**config.mk**
```make
export PLATFORM = sky130hd
export DESIGN_NAME = btn_debounce
export DESIGN_NICKNAME = d
export VERILOG_FILES = /design/src/rtl/btn_debounce_pkg.sv /design/src/rtl/btn_debounce_sync_2ff.sv /design/src/rtl/btn_debounce.sv
export SDC_FILE = /design/constraint.sdc
export NUM_CORES = 1
export LEC_CHECK = 0
export CORE_MARGIN = 5
export CORE_UTILIZATION = 40
export DETAILED_ROUTE_END_ITERATION = 12
export PLACE_DENSITY = 0.6
export SETUP_SLACK_MARGIN = 0.1
export SLEW_MARGIN = 20
export SYNTH_ARGS = -nofsm -noshare
export SYNTH_HDL_FRONTEND = slang
export SYNTH_SLANG_ARGS = --single-unit
```
**constraint.sdc**
```tcl
create_clock -name clk -period 3.15 [get_ports clk]
set_clock_uncertainty 0.1 [all_clocks]
set_input_delay 0.63 -clock clk [delete_from_list [all_inputs] [get_ports clk]]
set_output_delay 0.63 -clock clk [all_outputs]
set_load 0.1 [all_outputs]
```
**src/rtl/btn_debounce_pkg.sv**
```systemverilog
// Shared definitions for the button debouncer: FSM state encoding and
// the counter-width rule used by every counter in the block.
package btn_debounce_pkg;

  typedef enum logic [1:0] {
    S_LOW  = 2'd0,
    S_RISE = 2'd1,
    S_HIGH = 2'd2,
    S_FALL = 2'd3
  } deb_state_t;

  // Wide enough to hold the terminal value n itself, so no counter wraps.
  function automatic int cnt_width(input int n);
    return $clog2(n) + 1;
  endfunction

endpackage

```
**src/rtl/btn_debounce_sync_2ff.sv**
```systemverilog
// Two-flop synchronizer for a single asynchronous input; reusable for any
// pin that is not related to clk.
module sync_2ff (
  input  logic clk,
  input  logic rst,
  input  logic d,
  output logic q
);

  logic r_meta;
  logic r_sync;

  always_ff @(posedge clk or posedge rst) begin
    if (rst) begin
      r_meta <= 1'b0;
      r_sync <= 1'b0;
    end else begin
      r_meta <= d;
      r_sync <= r_meta;
    end
  end

  assign q = r_sync;

endmodule

```
**src/rtl/btn_debounce.sv**
```systemverilog
// Button debouncer: synchronizes a raw button, accepts a level change only
// after DEB_CYCLES equal samples, and adds long-press and auto-repeat outputs.
module btn_debounce
  import btn_debounce_pkg::*;
#(
  parameter int DEB_CYCLES  = 16,
  parameter int HOLD_CYCLES = 1000,
  parameter int REP_CYCLES  = 200
) (
  input  logic clk,
  input  logic rst,
  input  logic btn_in,
  output logic level_out,
  output logic hold_out,
  output logic rep_pulse
);

  localparam int DEB_W  = cnt_width(DEB_CYCLES);
  localparam int HOLD_W = cnt_width(HOLD_CYCLES);
  localparam int REP_W  = cnt_width(REP_CYCLES);

  localparam logic [DEB_W-1:0]  DEB_LAST = DEB_W'(DEB_CYCLES - 1);
  localparam logic [HOLD_W-1:0] HOLD_MAX = HOLD_W'(HOLD_CYCLES);
  localparam logic [REP_W-1:0]  REP_MAX  = REP_W'(REP_CYCLES);

  logic               w_btn_s;

  deb_state_t         r_state;
  deb_state_t         w_state_next;
  logic [DEB_W-1:0]   r_deb_cnt;
  logic [DEB_W-1:0]   w_deb_cnt_next;
  logic               r_level;
  logic               w_level_next;

  logic [HOLD_W-1:0]  r_hold_cnt;
  logic [HOLD_W-1:0]  w_hold_cnt_next;
  logic               r_hold;
  logic               w_hold_next;

  logic [REP_W-1:0]   r_rep_cnt;
  logic [REP_W-1:0]   w_rep_cnt_next;
  logic               r_rep;
  logic               w_rep_next;

  sync_2ff u_sync (
    .clk (clk),
    .rst (rst),
    .d   (btn_in),
    .q   (w_btn_s)
  );

  // The exit sample from a stable state counts as the first candidate sample.
  always_comb begin
    w_state_next   = r_state;
    w_deb_cnt_next = r_deb_cnt;
    case (r_state)
      S_LOW: begin
        if (w_btn_s) begin
          w_state_next   = S_RISE;
          w_deb_cnt_next = DEB_W'(1);
        end else begin
          w_deb_cnt_next = '0;
        end
      end
      S_RISE: begin
        if (!w_btn_s) begin
          w_state_next   = S_LOW;
          w_deb_cnt_next = '0;
        end else if (r_deb_cnt == DEB_LAST) begin
          w_state_next   = S_HIGH;
          w_deb_cnt_next = '0;
        end else begin
          w_deb_cnt_next = r_deb_cnt + DEB_W'(1);
        end
      end
      S_HIGH: begin
        if (!w_btn_s) begin
          w_state_next   = S_FALL;
          w_deb_cnt_next = DEB_W'(1);
        end else begin
          w_deb_cnt_next = '0;
        end
      end
      S_FALL: begin
        if (w_btn_s) begin
          w_state_next   = S_HIGH;
          w_deb_cnt_next = '0;
        end else if (r_deb_cnt == DEB_LAST) begin
          w_state_next   = S_LOW;
          w_deb_cnt_next = '0;
        end else begin
          w_deb_cnt_next = r_deb_cnt + DEB_W'(1);
        end
      end
      default: begin
        w_state_next   = S_LOW;
        w_deb_cnt_next = '0;
      end
    endcase
    w_level_next = (w_state_next == S_HIGH) || (w_state_next == S_FALL);
  end

  // Hold counts only cycles where the debounced level was already high, so
  // hold_out lands exactly HOLD_CYCLES edges after the level rise.
  always_comb begin
    w_hold_cnt_next = '0;
    if (r_level && w_level_next) begin
      if (r_hold_cnt == HOLD_MAX)
        w_hold_cnt_next = r_hold_cnt;
      else
        w_hold_cnt_next = r_hold_cnt + HOLD_W'(1);
    end
    w_hold_next = w_level_next && (w_hold_cnt_next == HOLD_MAX);
  end

  always_comb begin
    w_rep_cnt_next = '0;
    w_rep_next     = 1'b0;
    if (w_hold_next) begin
      if (!r_hold || (r_rep_cnt == REP_MAX)) begin
        w_rep_next     = 1'b1;
        w_rep_cnt_next = REP_W'(1);
      end else begin
        w_rep_cnt_next = r_rep_cnt + REP_W'(1);
      end
    end
  end

  always_ff @(posedge clk or posedge rst) begin
    if (rst) begin
      r_state    <= S_LOW;
      r_deb_cnt  <= '0;
      r_level    <= 1'b0;
      r_hold_cnt <= '0;
      r_hold     <= 1'b0;
      r_rep_cnt  <= '0;
      r_rep      <= 1'b0;
    end else begin
      r_state    <= w_state_next;
      r_deb_cnt  <= w_deb_cnt_next;
      r_level    <= w_level_next;
      r_hold_cnt <= w_hold_cnt_next;
      r_hold     <= w_hold_next;
      r_rep_cnt  <= w_rep_cnt_next;
      r_rep      <= w_rep_next;
    end
  end

  assign level_out = r_level;
  assign hold_out  = r_hold;
  assign rep_pulse = r_rep;

endmodule

```
After elaboration in Yosys (flattened, before gate mapping)
Cells that the tools add are included.

Register bits after elaboration: 32. Output and inout port bits: 3. Logic and storage cells: 46.

Add/sub/neg operators: 3. Equal/unequal tests: 9. Mux-type cells: 19. Reduce and logical (&&, ||, !) cells: 6.

Operator list (number): equality test 11 x 10 -> 1 bit (second input constant) (2); two-way mux 11 bit (2); case mux 5 bit (4 select lines) (1); two-way mux 9 bit (2); two-way mux 5 bit (3); two-way mux 2 bit (6); adder 11 x 1 -> 11 bit (second input constant) (1); adder 9 x 1 -> 9 bit (second input constant) (1); equality test 9 x 8 -> 1 bit (second input constant) (1); equality test 2 bit (second input constant) (4); case mux 2 bit (4 select lines) (1); adder 5 x 1 -> 5 bit (second input constant) (1); equality test 5 x 4 -> 1 bit (second input constant) (1); two-way mux 1 bit (4); equality test 2 x 1 -> 1 bit (second input constant) (1); logical AND 1 bit (2); zero test 2 bit (1); logical OR 1 bit (2); zero test 1 bit (1).

Logic depth before layout (Yosys ltp)
Gate-level depths: netlist of the first run.

Depth after elaboration: 11. Gate-level depth with buffers: 9.

Hierarchy
From an unflattened synthesis of the first run, not the netlist that was laid out.

Cell total of the unflattened synthesis: 163. Area total of the unflattened synthesis: 1681.6 um2.

Modules (own cells, without submodules): btn_debounce (instances 1, cells each 160, area an instance 1627.8 um2, sequential area each 725.7 um2); sync_2ff (instances 1, cells each 3, area an instance 53.8 um2, sequential area each 50.0 um2).

Worst setup path after synthesis of the first run
No wires, ideal clock.

Path kind: reg-to-reg. Start: reg r_level, in the netlist level_out. End: reg r_rep_cnt[1]. Library setup time: 0.096 ns. Arrival time: 2.136 ns. Required time: 2.954 ns. Path slack: 0.818 ns. Stages on the path, launching flop included: 6. Clock period less this slack: 2.332 ns. Path through: dfrtp_1 o41ai_1 nor4b_1 nand4bb_2 buf_6 nor4_2.

Cells in the longest elaborated chain, start to end: 5.

Ends and longest elaborated chain: start, declared (RTL line btn_debounce.sv:32) `logic r_level;`; start signal, assigned (RTL line btn_debounce.sv:141) `r_level <= w_level_next;`; logical AND 1 bit (RTL line btn_debounce.sv:107) `if (r_level && w_level_next) begin`; two-way mux 11 bit (RTL line btn_debounce.sv:107); equality test 11 x 10 -> 1 bit (RTL line btn_debounce.sv:113) `w_hold_next = w_level_next && (w_hold_cnt_next == HOLD_MAX);`; logical AND 1 bit (RTL line btn_debounce.sv:113); two-way mux 9 bit (RTL line btn_debounce.sv:119) `if (w_hold_next) begin`; net w_rep_cnt_next[1] (RTL line btn_debounce.sv:41) `logic [REP_W-1:0] w_rep_cnt_next;`; end signal, assigned (RTL line btn_debounce.sv:144) `r_rep_cnt <= w_rep_cnt_next;`; end, declared (RTL line btn_debounce.sv:40) `logic [REP_W-1:0] r_rep_cnt;`.

The timed path passes the listed nets, and every way through them passes these cells.

Worst setup path after layout of the first run
Start: reg r_deb_cnt[0]. End: reg r_rep_cnt[0].

Cells in the longest elaborated chain, start to end: 11.

Ends and longest elaborated chain: start, declared (RTL line btn_debounce.sv:30) `logic [DEB_W-1:0] r_deb_cnt;`; start signal, assigned (RTL line btn_debounce.sv:140) `r_deb_cnt <= w_deb_cnt_next;`; equality test 5 x 4 -> 1 bit * (RTL line btn_debounce.sv:69, btn_debounce.sv:88); two-way mux 2 bit (on tied branches) (RTL line btn_debounce.sv:88, btn_debounce.sv:69); two-way mux 2 bit (on tied branches) (RTL line btn_debounce.sv:85, btn_debounce.sv:66); case mux 2 bit (4 select lines) * (RTL line btn_debounce.sv:56) `case (r_state)`; equality test 2 bit (RTL line btn_debounce.sv:100) `w_level_next = (w_state_next == S_HIGH) || (w_state_next == S_FALL);`; logical OR 1 bit * (RTL line btn_debounce.sv:100); logical AND 1 bit (RTL line btn_debounce.sv:107); two-way mux 11 bit (RTL line btn_debounce.sv:107); equality test 11 x 10 -> 1 bit (RTL line btn_debounce.sv:113); logical AND 1 bit * (RTL line btn_debounce.sv:113); two-way mux 9 bit * (RTL line btn_debounce.sv:119); net w_rep_cnt_next[0] (RTL line btn_debounce.sv:41).

The timed path passes the listed nets; every way through them passes the cells marked *.

==> results.sh, run 1 <==
export IMPL_hp_class="register to register"
export IMPL_setup_violations=0
export IMPL_ant_nets=0
export IMPL_fmax_mhz=390.3
export IMPL_setup_tns_ns=0
export IMPL_place_area_um2=1784
export IMPL_min_period_ns=2.562
export IMPL_cts_buffer_depth=2
export IMPL_cp_arrival_ns=2.64
export IMPL_start_util_pct=41.65
export IMPL_cts_resized=0
export IMPL_peakVddDrop_uv=183.5
export IMPL_critPathSlowestCell="a2111oi_2"
export IMPL_routedWlPerCell_um=13.08
export IMPL_dieWidth_um=74.77
export IMPL_nNetsFinal=180
export IMPL_ys_ff_latch=31
export IMPL_cp_slowest_stage_delay_ns=0.45
export IMPL_crit_path_max_fanout=12
export IMPL_finalCritPeriodShare_pct=81.34
export IMPL_first_pass_iters=5
export IMPL_cts_tree="built"
export IMPL_cts_hold_buf=0
export IMPL_yosysWarnings=0
export IMPL_viasPerCell=5.143
export IMPL_synth_nets=170
export IMPL_synth_area_um2=1678
export IMPL_dieArea_um2=5590
export IMPL_rr_startpoint="r_deb_cnt[0]"
export IMPL_yosysTopAreaCell="dfrtp_1"
export IMPL_synth_top_area_share_pct=46.23
export IMPL_drt_wl_total_um=2917
export IMPL_dp_hpwl_um=2168
export IMPL_port_buffers=5
export IMPL_grt_util_all_layers_pct=12.33
export IMPL_crit_path_cell_trace="ha_1, nand3_1, o41ai_2, buf_4, nor4b_1, nand4bb_2, a2111oi_2"
export IMPL_cts_num_sinks=31
export IMPL_fin_area_um2=1873
export IMPL_reg2reg_depth=7
export IMPL_grt_max_degree=32
export IMPL_r2r_slack_ns=0.59
export IMPL_synth_edf_count=0
export IMPL_io_pins=6
export IMPL_yosysUniqueCellTypes=42
export IMPL_cap_violations=0
export IMPL_clkTransAtPathRegs_ns=0.07
export IMPL_cp_start_kind="register"
export IMPL_cts_setup_buffers=0
export IMPL_die_y_um=74.77
export IMPL_htreeDepth=2
export IMPL_hold_path_startpoint="u_sync.r_meta"
export IMPL_vias=1147
export IMPL_seq_area_frac_synth_pct=46.23
export IMPL_endpoint_kind="register"
export IMPL_critPathKind="register to register"
export IMPL_async_reset_ff_share_pct=100.0
export IMPL_p_total_mw=0.7233
export IMPL_required_ns=3.22
export IMPL_gr_total_overflow=0
export IMPL_slew_headroom_pct=50.19
export IMPL_holdPathStages=0
export IMPL_hold_end="u_sync.q"
export IMPL_grt_antenna_before_repair=0
export IMPL_synth_cells=162
export IMPL_area_growth_pct=11.63
export IMPL_rows=23
export IMPL_status="finished clean"
export IMPL_worstSkewPairLatency_ns=0.28
export IMPL_p_per_area_nw_per_um2=386.2
export IMPL_rsz0062_at_grt="no"
export IMPL_root_buffer="clkbuf_8"
export IMPL_timing_rr_end="r_rep_cnt[0]"
export IMPL_initialDrtViolationCount=63
export IMPL_cts_buffers=5
export IMPL_power_leakage_nw=0.7560
export IMPL_first_global_vias=1073
export IMPL_drive_above_1_share_pct=19.65
export IMPL_synthFlopType="dfrtp_1"
export IMPL_whs_ns=0.2585
export IMPL_tightest_slew_ns=0.7456
export IMPL_maxSlewViolCount=0
export IMPL_antenna_cells=0
export IMPL_core_area_um2=4029
export IMPL_drc=0
export IMPL_synth_area_per_cell_um2=10.36
export IMPL_finalHoldViolCount=0
export IMPL_grt_pass1_wl_um=5147
export IMPL_place_gp_congestion=0.8407
export IMPL_yosys_top_cells_area="dfrtp_1 46%, nor4_2 6.7%, xnor2_1 4.7%"
[power breakdown]
part,switching (mW),internal [mW]
Combinational,0.0106,0.00568
Sequential,0.00295,0.402
Clock,0.149,0.153
Total,0.163,0.561
[sequential cells by signal, summed over array words and instances, names as in the netlist]
register       flops
r_state            1
u_sync.q           1
r_hold_cnt        11
u_sync.r_meta      1
r_rep_cnt          9
level_out          1
hold_out           1
rep_pulse          1
r_deb_cnt          5
[worst max-delay path by stage]
stage | from | to | slack (ns)
after detailed placement | r_deb_cnt[0] | r_rep_cnt[0] | 0.56
after global placement | r_deb_cnt[0] | r_rep_cnt[0] | 0.74
after global routing | r_hold_cnt[0] | r_rep_cnt[0] | 0.39
final | r_deb_cnt[0] | r_rep_cnt[0] | 0.59
after floorplan | level_out | r_rep_cnt[1] | 0.82
after CTS | r_deb_cnt[0] | r_rep_cnt[0] | 0.55
[cells by family after synthesis]
kind of cell | Yosys count | synth area share [%]
XOR/XNOR | 17 | 8.874
AND/OR/NAND/NOR | 76 | 28.93
AO/OA/AOI/OAI | 17 | 7.382
flip-flops | 31 | 46.23
multiplexers | 1 | 0.6711
buffers and inverters | 15 | 4.176
adder cells (fa/ha/maj) | 5 | 3.729
[layout by cell type, fill, tap and decap left out, types with 4 or more instances in the layout]
cell | synthesis | final
a21oi_1 | 4 | 4
and3_1 | 4 | 4
buf_4 | 1 | 7
clkbuf_8 | 0 | 5
dfrtp_1 | 31 | 31
ha_1 | 5 | 5
inv_1 | 9 | 9
nand2_1 | 16 | 16
nand3_1 | 7 | 7
nand4_1 | 5 | 5
nor2_1 | 15 | 15
nor4_2 | 9 | 9
xnor2_1 | 9 | 9
xor2_1 | 8 | 8
[Yosys cell counts (2+ instances only)]
cell      count
nand2_1      16
nor2_1       15
dfrtp_1      31
nand3_1       7
o31ai_1       2
nor4_2        9
ha_1          5
buf_2         2
nor3_1        2
clkbuf_1      2
xor2_1        8
a31oi_1       2
inv_1         9
nor4b_1       2
and2_1        2
xnor2_1       9
and4_1        2
nand3b_1      2
and3_1        4
a211oi_1      2
a21oi_1       4
nand4_1       5
[cell type report]
| cell class | count | area [um^2] |
|---|---|---|
| Multi-Input combinational cell | 116 | 839.6 |
| Timing Repair Buffer | 9 | 72.57 |
| Clock inverter | 3 | 20.02 |
| Clock buffer | 5 | 68.82 |
| Tap cell | 50 | 62.56 |
| Fill cell | 361 | 2156 |
| Inverter | 9 | 33.78 |
| Sequential cell | 31 | 775.7 |
[worst max-delay path: cells and delay by family, from the launching register on]
family,cells,cell delay (ns)
buffers and inverters,1,0.18
AO/OA/AOI/OAI,2,0.52
flip-flops,1,0.41
AND/OR/NAND/NOR,3,0.99
adder cells (fa/ha/maj),1,0.25
[metal layers]
layer,up-vias,track usage [%],wire (um)
li1,589,-,-
met1,521,16.90,1374
met2,25,16.88,1289
met3,12,4.539,147
met4,0,6.522,106
met5,-,0,0
[metrics by stage]
stage / worst slack (ns) / std cells / utilization [%]
floorplan: 0.8180 / 162 / -
CTS: 0.5478 / 223 / 46.49
finish: 0.5878 / 223 / 46.49
global route: 0.3932 / 223 / 46.49
detailed placement: 0.5595 / 215 / 44.29
global placement: 0.7354 / 215 / 44.29
No activity file was read; power rests on OpenSTA's default activity.
==> run 2: changes to the inputs <==
--- a/config.mk
+++ b/config.mk
@@ -8,7 +8,7 @@
 export CORE_MARGIN = 5
 export CORE_UTILIZATION = 40
 export DETAILED_ROUTE_END_ITERATION = 12
-export PLACE_DENSITY = 0.6
+export PLACE_DENSITY = 0.62
 export SETUP_SLACK_MARGIN = 0.1
 export SLEW_MARGIN = 20
 export SYNTH_ARGS = -nofsm -noshare
==> constraint.sdc (replaced) <==
create_clock -name clk -period 2.3 [get_ports clk]
set_clock_uncertainty 0.1 [all_clocks]
set_input_delay 0.46 -clock clk [delete_from_list [all_inputs] [get_ports clk]]
set_output_delay 0.46 -clock clk [all_outputs]
set_load 0.1 [all_outputs]
==> results.sh, run 2 (same netlist as run 1, synthesis figures left out) <==
export IMPL_endpoint_kind="register"
export IMPL_layout_commonest_cell="dfrtp_1"
export IMPL_root_buffer="clkbuf_8"
export IMPL_r2r_slack_ns=0.20
export IMPL_final_cell_mix="27 x dfrtp_1, 16 x nand2_1, 15 x nor2_1"
export IMPL_dpl_cell_count=220
export IMPL_grt_antenna_before_repair=0
export IMPL_drc=0
export IMPL_first_pass_iters=4
export IMPL_setup_tns_ns=0
export IMPL_cts_tree="built"
export IMPL_critPathKind="register to register"
export IMPL_clkTransAtPathRegs_ns=0.06
export IMPL_io_pins=6
export IMPL_finalCritPeriodShare_pct=91.36
export IMPL_crit_path_cell_trace="inv_2, ha_1, and3b_2, a211o_1, o211ai_1, a31oi_2, buf_4, nor4_2"
export IMPL_die_y_um=74.77
export IMPL_top_regs="r_hold_cnt (11), r_rep_cnt (9), r_deb_cnt (5)"
export IMPL_grt_pass1_wl_um=5747
export IMPL_vias=1229
export IMPL_timing_rr_end="r_rep_cnt[5]"
export IMPL_nNetsFinal=187
export IMPL_ant_nets=0
export IMPL_final_util_pct=50.12
export IMPL_cap_violations=0
export IMPL_status="finished clean"
export IMPL_cts_buffer_depth=2
export IMPL_p_comb_share_pct=2.5
export IMPL_dieArea_um2=5590
export IMPL_cp_arrival_ns=2.19
export IMPL_rsz0062_at_grt="yes"
export IMPL_drt_wl_total_um=3373
export IMPL_grt_use_met3_pct=4.406
export IMPL_drive_above_1_share_pct=27.78
export IMPL_met2_usage_pct=21.66
export IMPL_finalHoldViolCount=0
export IMPL_largest_reg_flops=11
export IMPL_grt_max_degree=12
export IMPL_tightest_slew_ns=0.4356
export IMPL_place_gp_congestion=0.8509
export IMPL_critPathSlowestCell="dfrtp_2"
export IMPL_antenna_cells=0
export IMPL_reg2reg_depth=8
export IMPL_min_period_ns=2.101
export IMPL_maxSlewViolCount=0
export IMPL_cts_buffers=5
export IMPL_top_usage_layer="met2"
export IMPL_rr_startpoint="r_hold_cnt[0]"
export IMPL_hp_class="register to register"
export IMPL_area_growth_pct=20.36
export IMPL_gr_total_overflow=0
export IMPL_dieWidth_um=74.77
export IMPL_cts_hold_buf=0
export IMPL_fmax_mhz=475.9
export IMPL_worstSkewPairLatency_ns=0.28
export IMPL_core_area_um2=4029
export IMPL_required_ns=2.39
export IMPL_top_register="r_hold_cnt"
export IMPL_hold_end="u_sync.q"
export IMPL_crit_path_max_fanout=6
export IMPL_viasPerCell=5.343
export IMPL_switchingPower_mw=0.2174
export IMPL_grt_util_all_layers_pct=13.46
export IMPL_p_per_area_nw_per_um2=489.0
export IMPL_p_seq_share_pct=56.3
export IMPL_holdPathStages=0
export IMPL_clkPwrFrac_pct=41.2
export IMPL_initialDrtViolationCount=58
export IMPL_port_buffers=5
export IMPL_hold_path_startpoint="u_sync.r_meta"
export IMPL_first_global_vias=1265
export IMPL_cp_start_kind="register"
export IMPL_htreeDepth=2
export IMPL_rows=23
export IMPL_peakVddDrop_uv=349.8
export IMPL_routedWlPerCell_um=14.67
export IMPL_swShare_pct=22.01
export IMPL_cts_num_sinks=31
export IMPL_setup_violations=0
export IMPL_cp_slowest_stage_delay_ns=0.44
export IMPL_start_util_pct=41.65
export IMPL_globalRouteMet1Util_pct=16.27
export IMPL_power_leakage_nw=0.8043
export IMPL_slew_headroom_pct=70.55
export IMPL_p_total_mw=0.9875
export IMPL_dp_hpwl_um=2294
export IMPL_p_int_mw=0.7701
export IMPL_stdcell_count=230
[run 2: cell types whose count changed in the layout (fill, tap and decap cells not counted), moves of 3 or more]
cell	previous run	this run
nor4_2	9	6
dfrtp_1	31	27
nor4_4	0	3
buf_4	7	13
dfrtp_2	0	4
[run 2: worst max path at each step]
stage,start,to,slack (ns)
global route,r_hold_cnt[0],r_rep_cnt[1],0.08
floorplan,r_hold_cnt[0],r_rep_cnt[1],0.26
finish,r_hold_cnt[0],r_rep_cnt[5],0.20
global placement,r_hold_cnt[1],rep_pulse,0.16
CTS,r_hold_cnt[0],r_rep_cnt[3],0.12
detailed placement,r_hold_cnt[0],r_rep_cnt[3],0.07
[run 2: through the flow]
stage | setup WS, ns | hold slack, ns | cell area [um^2]
floorplan | 0.2609 | 0.2312 | 1679
global placement | 0.1647 | 0.2360 | 1823
detailed placement | 0.07202 | 0.2512 | 1823
CTS | 0.1218 | 0.2661 | 1918
global route | 0.07515 | 0.2732 | 2019
finish | 0.1988 | 0.2613 | 2019
[run 2: final cells by class]
cell class | instances | area [um^2]
fillers | 377 | 2009
multi-input cells | 116 | 928.4
flip-flops and latches | 31 | 780.7
repair buffers | 16 | 128.9
clock buffers | 6 | 72.57
well taps | 50 | 62.56
inverters | 9 | 33.78
clock inverters | 2 | 12.51
[run 2: power by group through the flow]
stage	logic, mW	clock network [mW]	registers, mW
floorplan	0.0147	0	0.563
global placement	0.0244	0	0.564
detailed placement	0.0251	0	0.565
CTS	0.0252	0.424	0.555
global route	0.0289	0.457	0.556
finish	0.0248	0.407	0.555
[run 2: worst max-delay path: cells and delay by family, from the launching register on]
family	cells	cell delay, ns
AOI/OAI and AO/OA	3	0.55
adders and majority gates	1	0.19
buffers and inverters	2	0.24
DFF	1	0.44
and+or+nand+nor	2	0.50
[run 2: timing repair]
action,in CTS,in global routing
gates cloned,0,1
resized for setup,3,18
pin swaps,0,1
endpoints found under the setup margin,8,11
buffers inserted,0,1
[run 2: routing by layer]
layer / wire, um / up-vias
met2: 1742 / 16
met1: 1439 / 604
met4: 78 / 0
met3: 113 / 8
met5: 0 / -
li1: - / 601
